File: config.mk
export PLATFORM = sky130hd
export DESIGN_NAME = dot11_tx_bits
export DESIGN_NICKNAME = d
export VERILOG_FILES = /design/src/rtl/dot11_tx_bits.sv
export SDC_FILE = /design/constraint.sdc
export NUM_CORES = 1
export LEC_CHECK = 0
export CAP_MARGIN = 20
export CORE_MARGIN = 10
export CORE_UTILIZATION = 40
export CTS_CLUSTER_SIZE = 12
export DETAILED_ROUTE_END_ITERATION = 8
export PLACE_DENSITY = 0.64
export SYNTH_ARGS = -nofsm -noshare
export SYNTH_HDL_FRONTEND = slang
export SYNTH_SLANG_ARGS = --single-unit
File: constraint.sdc
create_clock -name clock -period 44.7 [get_ports clock]
set_input_delay 6.705 -clock clock [delete_from_list [all_inputs] [get_ports clock]]
set_output_delay 6.705 -clock clock [all_outputs]
set_load 0.05 [all_outputs]
File: src/rtl/dot11_tx_bits.sv
// 802.11 legacy transmit bit-domain encoder: SIGNAL field, scrambler and rate-1/2 K=7 convolutional coder.
// Optional build macro TX_SCRAMBLER_BYPASS_EN adds a scram_bypass input latched at start.
module dot11_tx_bits #(
  parameter logic [6:0] DEFAULT_SEED = 7'h5D
) (
  input  logic        clock,
  input  logic        reset,
  input  logic        enable,
  input  logic        start,
  input  logic [3:0]  rate,
  input  logic [11:0] len,
  input  logic [6:0]  scram_seed,
  input  logic [7:0]  byte_in,
  input  logic        byte_in_valid,
  output logic        byte_in_ready,
  output logic [1:0]  coded_out,
  output logic        coded_out_valid,
  input  logic        coded_out_ready,
  output logic        busy,
  output logic        done,
  output logic        rate_err,
  output logic [2:0]  state
`ifdef TX_SCRAMBLER_BYPASS_EN
  ,
  input  logic        scram_bypass
`endif
);

  typedef enum logic [2:0] {
    S_IDLE    = 3'd0,
    S_SIGNAL  = 3'd1,
    S_SERVICE = 3'd2,
    S_DATA    = 3'd3,
    S_TAIL    = 3'd4,
    S_PAD     = 3'd5
  } state_t;

  state_t      state_q, state_d;
  logic [11:0] len_q;
  logic [6:0]  seed_q;
  logic [23:0] sig_sr;
  logic [15:0] bit_cnt;
  logic [15:0] data_bits_q;
  logic [6:0]  scram;
  logic [5:0]  hist;
  logic [7:0]  byte_sr;
  logic [3:0]  bits_left;
  logic        done_q;
  logic        rate_err_q;
`ifdef TX_SCRAMBLER_BYPASS_EN
  logic        bypass_q;
`endif

  logic [15:0] n_dbps;
  logic        rate_ok;
  logic [15:0] frame_bits;
  logic [15:0] n_sym;
  logic [15:0] data_bits;
  logic [23:0] sig_word;
  logic        start_ok;
  logic        start_bad;

  logic        raw_bit;
  logic        bit_avail;
  logic        scram_active;
  logic        scram_apply;
  logic        scram_fb;
  logic        enc_in;
  logic        code_a;
  logic        code_b;
  logic        accept;
  logic        frame_end;

  logic [15:0] len_bits;
  logic        svc_last;
  logic        data_last;
  logic        tail_last;
  logic        pad_needed;
  logic        pad_last;

  // Start-time decode: data bits per symbol and the padded data-field length.
  always_comb begin
    n_dbps = 16'd0;
    case (rate)
      4'b1011: n_dbps = 16'd24;
      4'b1111: n_dbps = 16'd36;
      4'b1010: n_dbps = 16'd48;
      4'b1110: n_dbps = 16'd72;
      4'b1001: n_dbps = 16'd96;
      4'b1101: n_dbps = 16'd144;
      4'b1000: n_dbps = 16'd192;
      4'b1100: n_dbps = 16'd216;
      default: n_dbps = 16'd0;
    endcase
    rate_ok    = (n_dbps != 16'd0);
    frame_bits = 16'd22 + {1'b0, len, 3'b000};
    n_sym      = (frame_bits + n_dbps - 16'd1) / (rate_ok ? n_dbps : 16'd1);
    data_bits  = n_sym * n_dbps;
  end

  // R1 is rate[0] and leaves first, so the rate code sits unreversed in the low nibble.
  assign sig_word  = {6'b000000, ^{rate, len}, len, 1'b0, rate};
  assign start_ok  = enable & start & (state_q == S_IDLE) & rate_ok;
  assign start_bad = enable & start & (state_q == S_IDLE) & ~rate_ok;

  assign len_bits   = {1'b0, len_q, 3'b000};
  assign svc_last   = (bit_cnt == 16'd15);
  assign data_last  = (bit_cnt == 16'd15 + len_bits);
  assign tail_last  = (bit_cnt == 16'd21 + len_bits);
  assign pad_needed = (data_bits_q != 16'd22 + len_bits);
  assign pad_last   = (bit_cnt == data_bits_q - 16'd1);

  always_comb begin
    raw_bit      = 1'b0;
    bit_avail    = 1'b0;
    scram_active = 1'b0;
    case (state_q)
      S_SIGNAL: begin
        raw_bit   = sig_sr[0];
        bit_avail = 1'b1;
      end
      S_SERVICE: begin
        bit_avail    = 1'b1;
        scram_active = 1'b1;
      end
      S_DATA: begin
        raw_bit      = byte_sr[0];
        bit_avail    = (bits_left != 4'd0);
        scram_active = 1'b1;
      end
      S_TAIL, S_PAD: begin
        bit_avail    = 1'b1;
        scram_active = 1'b1;
      end
      default: begin
        bit_avail = 1'b0;
      end
    endcase
`ifdef TX_SCRAMBLER_BYPASS_EN
    scram_apply = scram_active & ~bypass_q;
`else
    scram_apply = scram_active;
`endif
    scram_fb = scram[6] ^ scram[3];
    if (state_q == S_TAIL) begin
      enc_in = 1'b0;
    end else if (scram_apply) begin
      enc_in = raw_bit ^ scram_fb;
    end else begin
      enc_in = raw_bit;
    end
    code_a = enc_in ^ hist[1] ^ hist[2] ^ hist[4] ^ hist[5];
    code_b = enc_in ^ hist[0] ^ hist[1] ^ hist[2] ^ hist[5];
  end

  assign coded_out_valid = enable & bit_avail;
  assign coded_out       = coded_out_valid ? {code_b, code_a} : 2'b00;
  assign accept          = coded_out_valid & coded_out_ready;
  assign byte_in_ready   = enable & (state_q == S_DATA) & (bits_left == 4'd0);

  always_comb begin
    state_d   = state_q;
    frame_end = 1'b0;
    case (state_q)
      S_IDLE: begin
        if (start_ok) state_d = S_SIGNAL;
      end
      S_SIGNAL: begin
        if (accept && bit_cnt == 16'd23) state_d = S_SERVICE;
      end
      S_SERVICE: begin
        if (accept && svc_last) state_d = (len_q == 12'd0) ? S_TAIL : S_DATA;
      end
      S_DATA: begin
        if (accept && data_last) state_d = S_TAIL;
      end
      S_TAIL: begin
        if (accept && tail_last) begin
          if (pad_needed) begin
            state_d = S_PAD;
          end else begin
            state_d   = S_IDLE;
            frame_end = 1'b1;
          end
        end
      end
      S_PAD: begin
        if (accept && pad_last) begin
          state_d   = S_IDLE;
          frame_end = 1'b1;
        end
      end
      default: begin
        state_d = S_IDLE;
      end
    endcase
  end

  // bit_cnt restarts at SERVICE entry and then runs through DATA, TAIL and PAD.
  always_ff @(posedge clock) begin
    if (reset) begin
      state_q     <= S_IDLE;
      len_q       <= 12'd0;
      seed_q      <= 7'd0;
      sig_sr      <= 24'd0;
      bit_cnt     <= 16'd0;
      data_bits_q <= 16'd0;
      scram       <= 7'd0;
      hist        <= 6'd0;
      byte_sr     <= 8'd0;
      bits_left   <= 4'd0;
      done_q      <= 1'b0;
      rate_err_q  <= 1'b0;
`ifdef TX_SCRAMBLER_BYPASS_EN
      bypass_q    <= 1'b0;
`endif
    end else begin
      done_q     <= 1'b0;
      rate_err_q <= 1'b0;
      if (enable) begin
        state_q    <= state_d;
        done_q     <= frame_end;
        rate_err_q <= start_bad;
        if (start_ok) begin
          len_q       <= len;
          seed_q      <= (scram_seed == 7'd0) ? DEFAULT_SEED : scram_seed;
          sig_sr      <= sig_word;
          bit_cnt     <= 16'd0;
          data_bits_q <= data_bits;
          hist        <= 6'd0;
          bits_left   <= 4'd0;
`ifdef TX_SCRAMBLER_BYPASS_EN
          bypass_q    <= scram_bypass;
`endif
        end
        if (accept) begin
          hist <= {hist[4:0], enc_in};
          if (state_q == S_SIGNAL) begin
            sig_sr <= sig_sr >> 1;
            if (bit_cnt == 16'd23) begin
              bit_cnt <= 16'd0;
              scram   <= seed_q;
            end else begin
              bit_cnt <= bit_cnt + 16'd1;
            end
          end else begin
            bit_cnt <= bit_cnt + 16'd1;
            if (scram_active) scram <= {scram[5:0], scram_fb};
          end
          if (state_q == S_DATA) begin
            byte_sr   <= byte_sr >> 1;
            bits_left <= bits_left - 4'd1;
          end
        end
        if (byte_in_valid && byte_in_ready) begin
          byte_sr   <= byte_in;
          bits_left <= 4'd8;
        end
      end
    end
  end

  assign state    = state_q;
  assign busy     = (state_q != S_IDLE);
  assign done     = done_q;
  assign rate_err = rate_err_q;

endmodule

==> run metrics, run 1 <==
worst r2r dst state[0]; final count of negative-setup-slack endpoints 0; first-pass GRT wire length roughly 86 mm; post-synthesis simple-gate area fraction 26.3%; Fmax achieved between 0.02 and 0.025 GHz; Hold Fails Final Rpt 0; Hold Path End sig_sr[18]; Synth Area in Adders 16.6%; slowest stage delay, CP 590 ps; critical path data required time ~45000 ps; Hold Path Origin sig_sr[19]; crit path max fanout 17; row count 75; main combinational cell family by area after synthesis simple AND/OR/NAND/NOR gates; Cells after Synth approximately 2.3k; WP data arrival ~43000 ps; count of cell types in the netlist about 120; vias post-DR 17.4k; num ports 47; crit path launch rate[0]; Total Wirelength 53.4 mm; Least-Margin Pin Slew 947 ps; CTS tree yes; Initial Util 40.4%; final antenna diode count 0; most common cell type on the critical path ha_1; WL/cell 18.4 µm; Area growth, synth to finish 11.2%; post-synthesis mux area share 3.73%; DRC Markers 0; cts bufs inserted 9; nets 2605; Reg-to-Reg Start len_q[0]; WHS Path Cells 2; Ys Warns 0; Final Wtd Congestion 0.949; Antenna Violating Nets Remaining 0; Max-cap violations 0; H-tree Lvls 3; Slowest cell on crit path clkdlybuf4s50_1; CTS root buf clkbuf_16; Slew Limit Fails 0; EDFF count, synth 0; Tcrit/Tclk final 95.4%; CTS sink count roughly 100; Min-Delay Path Class reg2reg; drt first pass iters 6; largest net degree at the start of global routing slightly above 90; min cycle time layout ~43000 ps; Avg Inst Size Synth 7.25 µm²; R2R Setup Slk 41290 ps; Post-Synth XOR/XNOR Area a little under a tenth; Main synth FF type dfxtp_1; WHS 452 ps; GRT Overall Usage 20.2%; Synth Area in Compound Gates 26.1%; total grt overflow 0; layout cells sized above 1 under 10%; clock transition at the registers of the reported paths 70 ps; outcome finished, final reports clean; Worst setup SP type input port; PortBufs 46; reg2reg path depth 12; cell area after synthesis 0.0169 mm²; Max Root-Sink Buffers 2; sequential fraction of the synthesis area between 10% and 20%; max_slew headroom 36.9%; Die Y ~230 µm; DR vias/cell 5.98; dpl hpwl 41.4 mm; die footprint 0.0509 mm²; post-synthesis register bit count between 100 and 150; Clk Latency, worst-skew pair 360 ps; hold_buf cts 0; Detailed Route Iter0 Violations 1360; Die Width 226 µm; initial antenna violation count 1; Async SR Flop Fraction 0%; core box area ~0.042 mm²; vias in the first global route 16.4k; critical path endpoint category flop; critical path type in2reg; Clock Skews 8.26 ps
-- metal layers --
metal,up-vias,global-route usage (%),share of wire [%]
met3,80,1.62,4.7
met4,0,4.86,2.1
met2,534,34.7,47
li1,8497,-,-
met5,-,0,0
met1,8286,26.7,46
-- cells by family after synthesis --
family                   Yosys count
adder cells (fa/ha/maj)          204
XOR/XNOR                         180
AND/OR/NAND/NOR                  923
multiplexers                      60
other                              1
AO/OA/AOI/OAI                    625
flip-flops                       103
buffers and inverters            235
-- cell usage in the layout, fill, tap and decap left out, types with 21 or more instances in the layout --
master	count
nor2_1	243
o21ai_0	77
xnor2_1	114
dfxtp_1	103
nand2b_1	35
o21a_1	29
buf_4	71
nand4_1	27
a21oi_1	154
clkdlybuf4s50_1	44
a211oi_1	31
a21o_1	43
fa_1	35
nor3_1	66
nor4_1	23
and2_1	27
nand3_1	69
a31oi_1	32
o31ai_1	21
mux2i_1	36
and3_1	24
inv_1	134
ha_1	160
o211ai_1	28
xor2_1	65
nand2_1	280
nor2b_1	23
-- cells in the mapped netlist (all sizes together), types with 19 or more instances --
cell type	instances	area share (%)
a211oi	35	1.7
a21o	44	2.0
a21oi	171	5.1
a31oi	36	1.5
and2	27	1.0
and3	27	1.0
buf	25	0.91
clkbuf	75	1.7
dfxtp	103	12
fa	35	4.1
ha	169	13
inv	135	3.0
mux2	21	1.4
mux2i	39	2.3
nand2	284	6.3
nand2b	35	1.3
nand3	70	2.1
nand4	28	1.1
nor2	251	5.6
nor2b	24	0.89
nor3	70	2.2
nor4	25	1.0
o211ai	29	1.3
o21a	31	1.4
o21ai	93	2.8
o31ai	23	1.1
or3	19	0.76
xnor2	115	6.0
xor2	65	3.4
-- state kept, by name (all words and copies together) (netlist names) --
signal,count
data_bits_q,14
bit_cnt,16
byte_sr,8
seed_q,7
done,1
bits_left,4
len_q,12
state,3
sig_sr,24
hist,6
rate_err,1
scram,7
-- worst max path at each step --
stage                                  to  slack, ps
after floorplan           data_bits_q[15]       1120
after global placement    data_bits_q[15]        910
after CTS                 data_bits_q[15]        370
after global routing      data_bits_q[15]       -160
final                     data_bits_q[15]       2070
after detailed placement  data_bits_q[15]        110
-- final cells by class --
type / count / area [µm²]
inverters: 135 / 507
clock buffers: 9 / 225
flip-flops and latches: 103 / 2060
clock inverters: 7 / 95.1
multi-input cells: 1994 / 14200
well taps: 539 / 674
fillers: 4220 / 23000
repair buffers: 121 / 1050
-- through the flow --
stage	setup WS (ps)	TNS [ps]	std cells	instance area [µm²]	util (%)
after floorplan	1120	0	2332	16900	-
after global placement	905	0	2875	18100	43.2
after detailed placement	110	0	2875	18100	43.2
after CTS	371	0	2891	18400	43.9
after global routing	-158	-158	2908	18800	44.9
final	2070	0	2908	18800	44.9
-- critical path, delay by kind of cell --
kind,cells,cell delay (ps)
AOI/OAI and AO/OA,70,14150
and+or+nand+nor,49,8640
adders and majority gates,25,8380
muxes,7,1960
buffers and inverters,10,1740
xor gates and xnor gates,8,1270
-- what timing repair did --
action	4_1_cts	5_1_grt
setup buffers	0	16
endpoints found under the hold margin	0	0
gates resized for setup	0	70
setup endpoints to repair	0	10
Power of run 1 is left out: the tool's default activity adds up to more than one toggle a clock period on the data nets, which glitch-free logic cannot reach.
==> run 2: changes to the inputs <==
PLACE_DENSITY = 0.62   (was 0.64)
REMOVE_ABC_BUFFERS = 1   (was not set)
SETUP_SLACK_MARGIN = 0.5   (was not set)
clock period = 41 ns   (was 44.7 ns; I/O delays follow)
==> run metrics, run 2 (synthesis results as in run 1) <==
Fmax achieved 0.0257 GHz; Cell Count, Final, Fillers Out ~3.0k; critical path endpoint category flop; Tcrit/Tclk final 94.7%; drt first pass iters 6; post-place instance area ~0.019 mm²; core box area 0.0419 mm²; Hold Fails Final Rpt 0; Regs by FF count sig_sr: 24 flops, bit_cnt: 16 flops, data_bits_q: 14 flops; crit path max fanout 12; CTS tree yes; die footprint 0.0509 mm²; dpl hpwl 41.1 mm; Antenna Violating Nets Remaining 0; PortBufs 46; cts bufs inserted 9; Slew Limit Fails 0; row count 75; Final Wtd Congestion 0.939; max layer used met4; Routed met1 length 24.9 mm; Reg-to-Reg Start len_q[0]; WL/cell 17.8 µm; met2 WL approximately 25 mm; Detailed Route Iter0 Violations 1285; slowest stage delay, CP 550 ps; Die Y roughly 230 µm; WP data arrival 39020 ps; Cells after DPL 2961; Initial Util 40.4%; largest register by flop count sig_sr; GRT Overall Usage 19.9%; layout cells sized above 1 16.6%; DRC Markers 0; commonest cells after routing, fill and taps aside 278 x nand2_1, 237 x nor2_1, 184 x buf_4; DR vias/cell 5.89; CTS root buf clkbuf_16; max_slew headroom 33.5%; Hold Path Origin sig_sr[20]; outcome finished, final reports clean; hold_buf cts 0; CTS sink count a little over 100; final count of negative-setup-slack endpoints 0; Least-Margin Pin Slew 998 ps; Clk Latency, worst-skew pair between 300 and 400 ps; Worst setup SP type input port; Total Wirelength approximately 54 mm; total grt overflow 0; initial antenna violation count 0; H-tree Lvls 3; vias in the first global route 16.5k; most common cell type on the critical path ha_1; Slowest cell on crit path or4_1; RSZ-0062 raised after global routing no; largest net degree at the start of global routing 91; Clock Skews about 10 ps; Min-Delay Path Class reg2reg; Area growth, synth to finish 18.7%; fin area approximately 0.02 mm²; crit path launch rate[1]; num ports 47; met3 WL between 2 and 3 mm; most common cell after layout, fill and taps aside nand2_1; nets 2718; min cycle time layout around 39000 ps; Die Width 226 µm; critical path data required time between 40000 and 50000 ps; Largest register FFs 24; clock transition at the registers of the reported paths 70 ps; Max Root-Sink Buffers 2; first-pass GRT wire length 84.9 mm; vias post-DR 17.8k; critical path type in2reg; Max-cap violations 0
==> run 2: cell count changes in the layout (fill, tap and decap cells not counted), sizes merged <==
cell,before,now
clkbuf,9,13
bufinv,2,0
buf,75,189
clkinvlp,1,2
inv,136,135
clkdlybuf4s50,44,41
diode,0,1
==> run 2: worst max-delay path, delay by kind of cell <==
kind	cells	cell delay (ps)
AOI/OAI and AO/OA	57	10360
and+or+nand+nor	47	9580
adders and majority gates	25	7540
buffers and inverters	17	1950
muxes	6	1900
xor gates and xnor gates	8	1460
==> run 2: per-stage QoR <==
step	util (%)	hold WS, ps	TNS (ps)	setup WS [ps]
after floorplan	-	421	-6620	-1770
after global placement	44.7	438	-335	-335
after detailed placement	44.7	444	-1810	-1080
after CTS	45.6	454	0	518
after global routing	48.0	473	0	173
final	48.0	450	0	2160
==> run 2: layout make-up <==
cell class                      count  area, µm²
Inverter                          135        507
Antenna cell                        1       2.50
Timing Repair Buffer              234       1870
Clock buffer                       11        243
Clock inverter                      5       33.8
Fill cell                        4099      21800
Multi-Input combinational cell   1994      14700
Tap cell                          539        674
Sequential cell                   103       2060
==> run 2: worst paths after layout <==
check | to | slack, ps | cells past startpoint
min reg2reg | sig_sr[19] | 450 | 2
max reg2reg | state[0] | 37570 | 12
max | data_bits_q[15] | 2160 | 160
min | sig_sr[19] | 450 | 2
==> run 2: layer usage <==
layer / up-vias / global-route usage, %
met2: 508 / 33.3
met4: 0 / 4.99
met1: 8470 / 27.0
met5: - / 0
li1: 8720 / -
met3: 93 / 1.74
==> run 2: timing repair <==
action	in CTS	in global routing
pin swaps	3	55
setup buffers	3	41
setup endpoints to repair	6	10
resized for setup	27	151
endpoints found under the hold margin	0	0
Power of run 2 is left out for the same reason.
==> run 3: changes to the inputs <==
CORE_MARGIN = not set   (was 10)
CORE_UTILIZATION = 34   (was 40)
PLACE_DENSITY = 0.55   (was 0.62)
SETUP_SLACK_MARGIN = not set   (was 0.5)
==> run metrics, run 3 (synthesis results as in run 1) <==
critical path endpoint category flop; CTS tree yes; Cell Count, Final, Fillers Out roughly 3.1k; cts bufs inserted 9; Die Width 225 µm; vias in the first global route 17.0k; Cells after DPL slightly above 3k; GRT Overall Usage about a fifth; largest net degree at the start of global routing 62; core box area slightly below 0.05 mm²; WP data arrival approximately 40000 ps; Worst setup SP type input port; final antenna diode count 0; Fmax achieved 0.0254 GHz; most common cell type on the critical path ha_1; total grt overflow 0; DRC Markers 0; Regs by FF count sig_sr: 24 flops, bit_cnt: 16 flops, data_bits_q: 14 flops; Clock Skews about 4.4 ps; critical path type in2reg; largest register by flop count sig_sr; dpl hpwl 42.0 mm; Clk Latency, worst-skew pair roughly 340 ps; footprint of the multi-input gates about 0.015 mm²; outcome finished, final reports clean; CTS sink count between 100 and 150; H-tree Lvls 3; first-pass GRT wire length 86.4 mm; layout cells sized above 1 15.6%; clock transition at the registers of the reported paths 70 ps; nets approximately 2.7k; Least-Margin Pin Slew 991 ps; min cycle time layout 39350 ps; row count between 80 and 90; max_slew headroom between 30% and 40%; drt first pass iters 5; Slew Limit Fails 0; Antenna Violating Nets Remaining 0; Min-Delay Path Class reg2reg; fillcell total 5089; Area growth, synth to finish 18.7%; crit path max fanout 10; hold_buf cts 0; Storage cell area between 0.002 and 0.0025 mm²; TNS Setup 0 ps; Detailed Route Iter0 Violations between 1k and 1.5k; Slowest cell on crit path or4b_4; num ports 47; vias post-DR 17.7k; PortBufs 46; commonest cells after routing, fill and taps aside 277 x nand2_1, 239 x nor2_1, 180 x buf_4; CTS root buf clkbuf_16; Max-cap violations 0; Die Y 225 µm; Initial Util 34.5%; DR vias/cell around 5.6; slowest stage delay, CP about 550 ps; Tcrit/Tclk final a little over nine tenths; final count of negative-setup-slack endpoints 0; Total Wirelength 54.5 mm; WL/cell about 17 µm; critical path data required time just over 40000 ps; most common cell after layout, fill and taps aside nand2_1; Final Wtd Congestion about 0.94; Hold Fails Final Rpt 0; die footprint just over 0.05 mm²; Largest register FFs 24; Max Root-Sink Buffers 2; initial antenna violation count 0
[run 3: cell count changes in the layout (fill, tap and decap cells not counted), moves of 3 or more]
cell	before	now
ha_1	143	150
ha_4	13	8
buf_4	184	180
a2111oi_1	3	0
and3_1	21	24
and3_4	6	3
nor3_2	7	4
o21a_4	3	0
[run 3: final cells by class]
cell class              instances  area share [%]
multi-input cells            1994            72.4
flip-flops and latches        103            10.3
repair buffers                228            9.13
well taps                     664            4.14
inverters                     135            2.52
clock buffers                   9            1.12
clock inverters                 5           0.411
[run 3: path summary, 6_finish.rpt]
path	from	endpoint	slack, ps	depth (start not counted)
min	sig_sr[5]	sig_sr[4]	460	2
max reg2reg	len_q[0]	state[0]	37530	12
min reg2reg	sig_sr[5]	sig_sr[4]	460	2
max	rate[1]	data_bits_q[15]	1650	175
[run 3: per-stage QoR]
stage,setup WS (ps),util [%],instance area [µm²],hold slack (ps)
CTS,23.0,39.4,19300,457
global route,-244,41.0,20100,478
global placement,-466,38.5,18900,437
floorplan,-1770,-,16500,421
detailed placement,-1060,38.6,18900,448
finish,1650,41.0,20100,455
[run 3: critical path, delay by kind of cell]
| kind | cells | cell delay, ps |
|---|---|---|
| adder cells (fa/ha/maj) | 25 | 7880 |
| multiplexers | 7 | 1940 |
| buffers and inverters | 15 | 2030 |
| XOR/XNOR | 9 | 1310 |
| AND/OR/NAND/NOR | 55 | 8800 |
| AO/OA/AOI/OAI | 64 | 11500 |
[run 3: timing repair]
item,in CTS,in global routing
resized for setup,24,120
buffers inserted,3,32
setup endpoints to repair,3,10
pin swaps,1,34
[run 3: per-layer routing]
| metal | vias to the layer above | track usage, % | part of all wire, % | wire (µm) |
|---|---|---|---|---|
| li1 | 8722 | - | - | - |
| met1 | 8415 | 27.4 | 47 | 25500 |
| met2 | 447 | 35.9 | 47 | 25500 |
| met3 | 97 | 1.69 | 3.8 | 2070 |
| met4 | 0 | 5.71 | 2.6 | 1430 |
| met5 | - | 0 | 0 | 0 |
Power of run 3 is left out for the same reason.
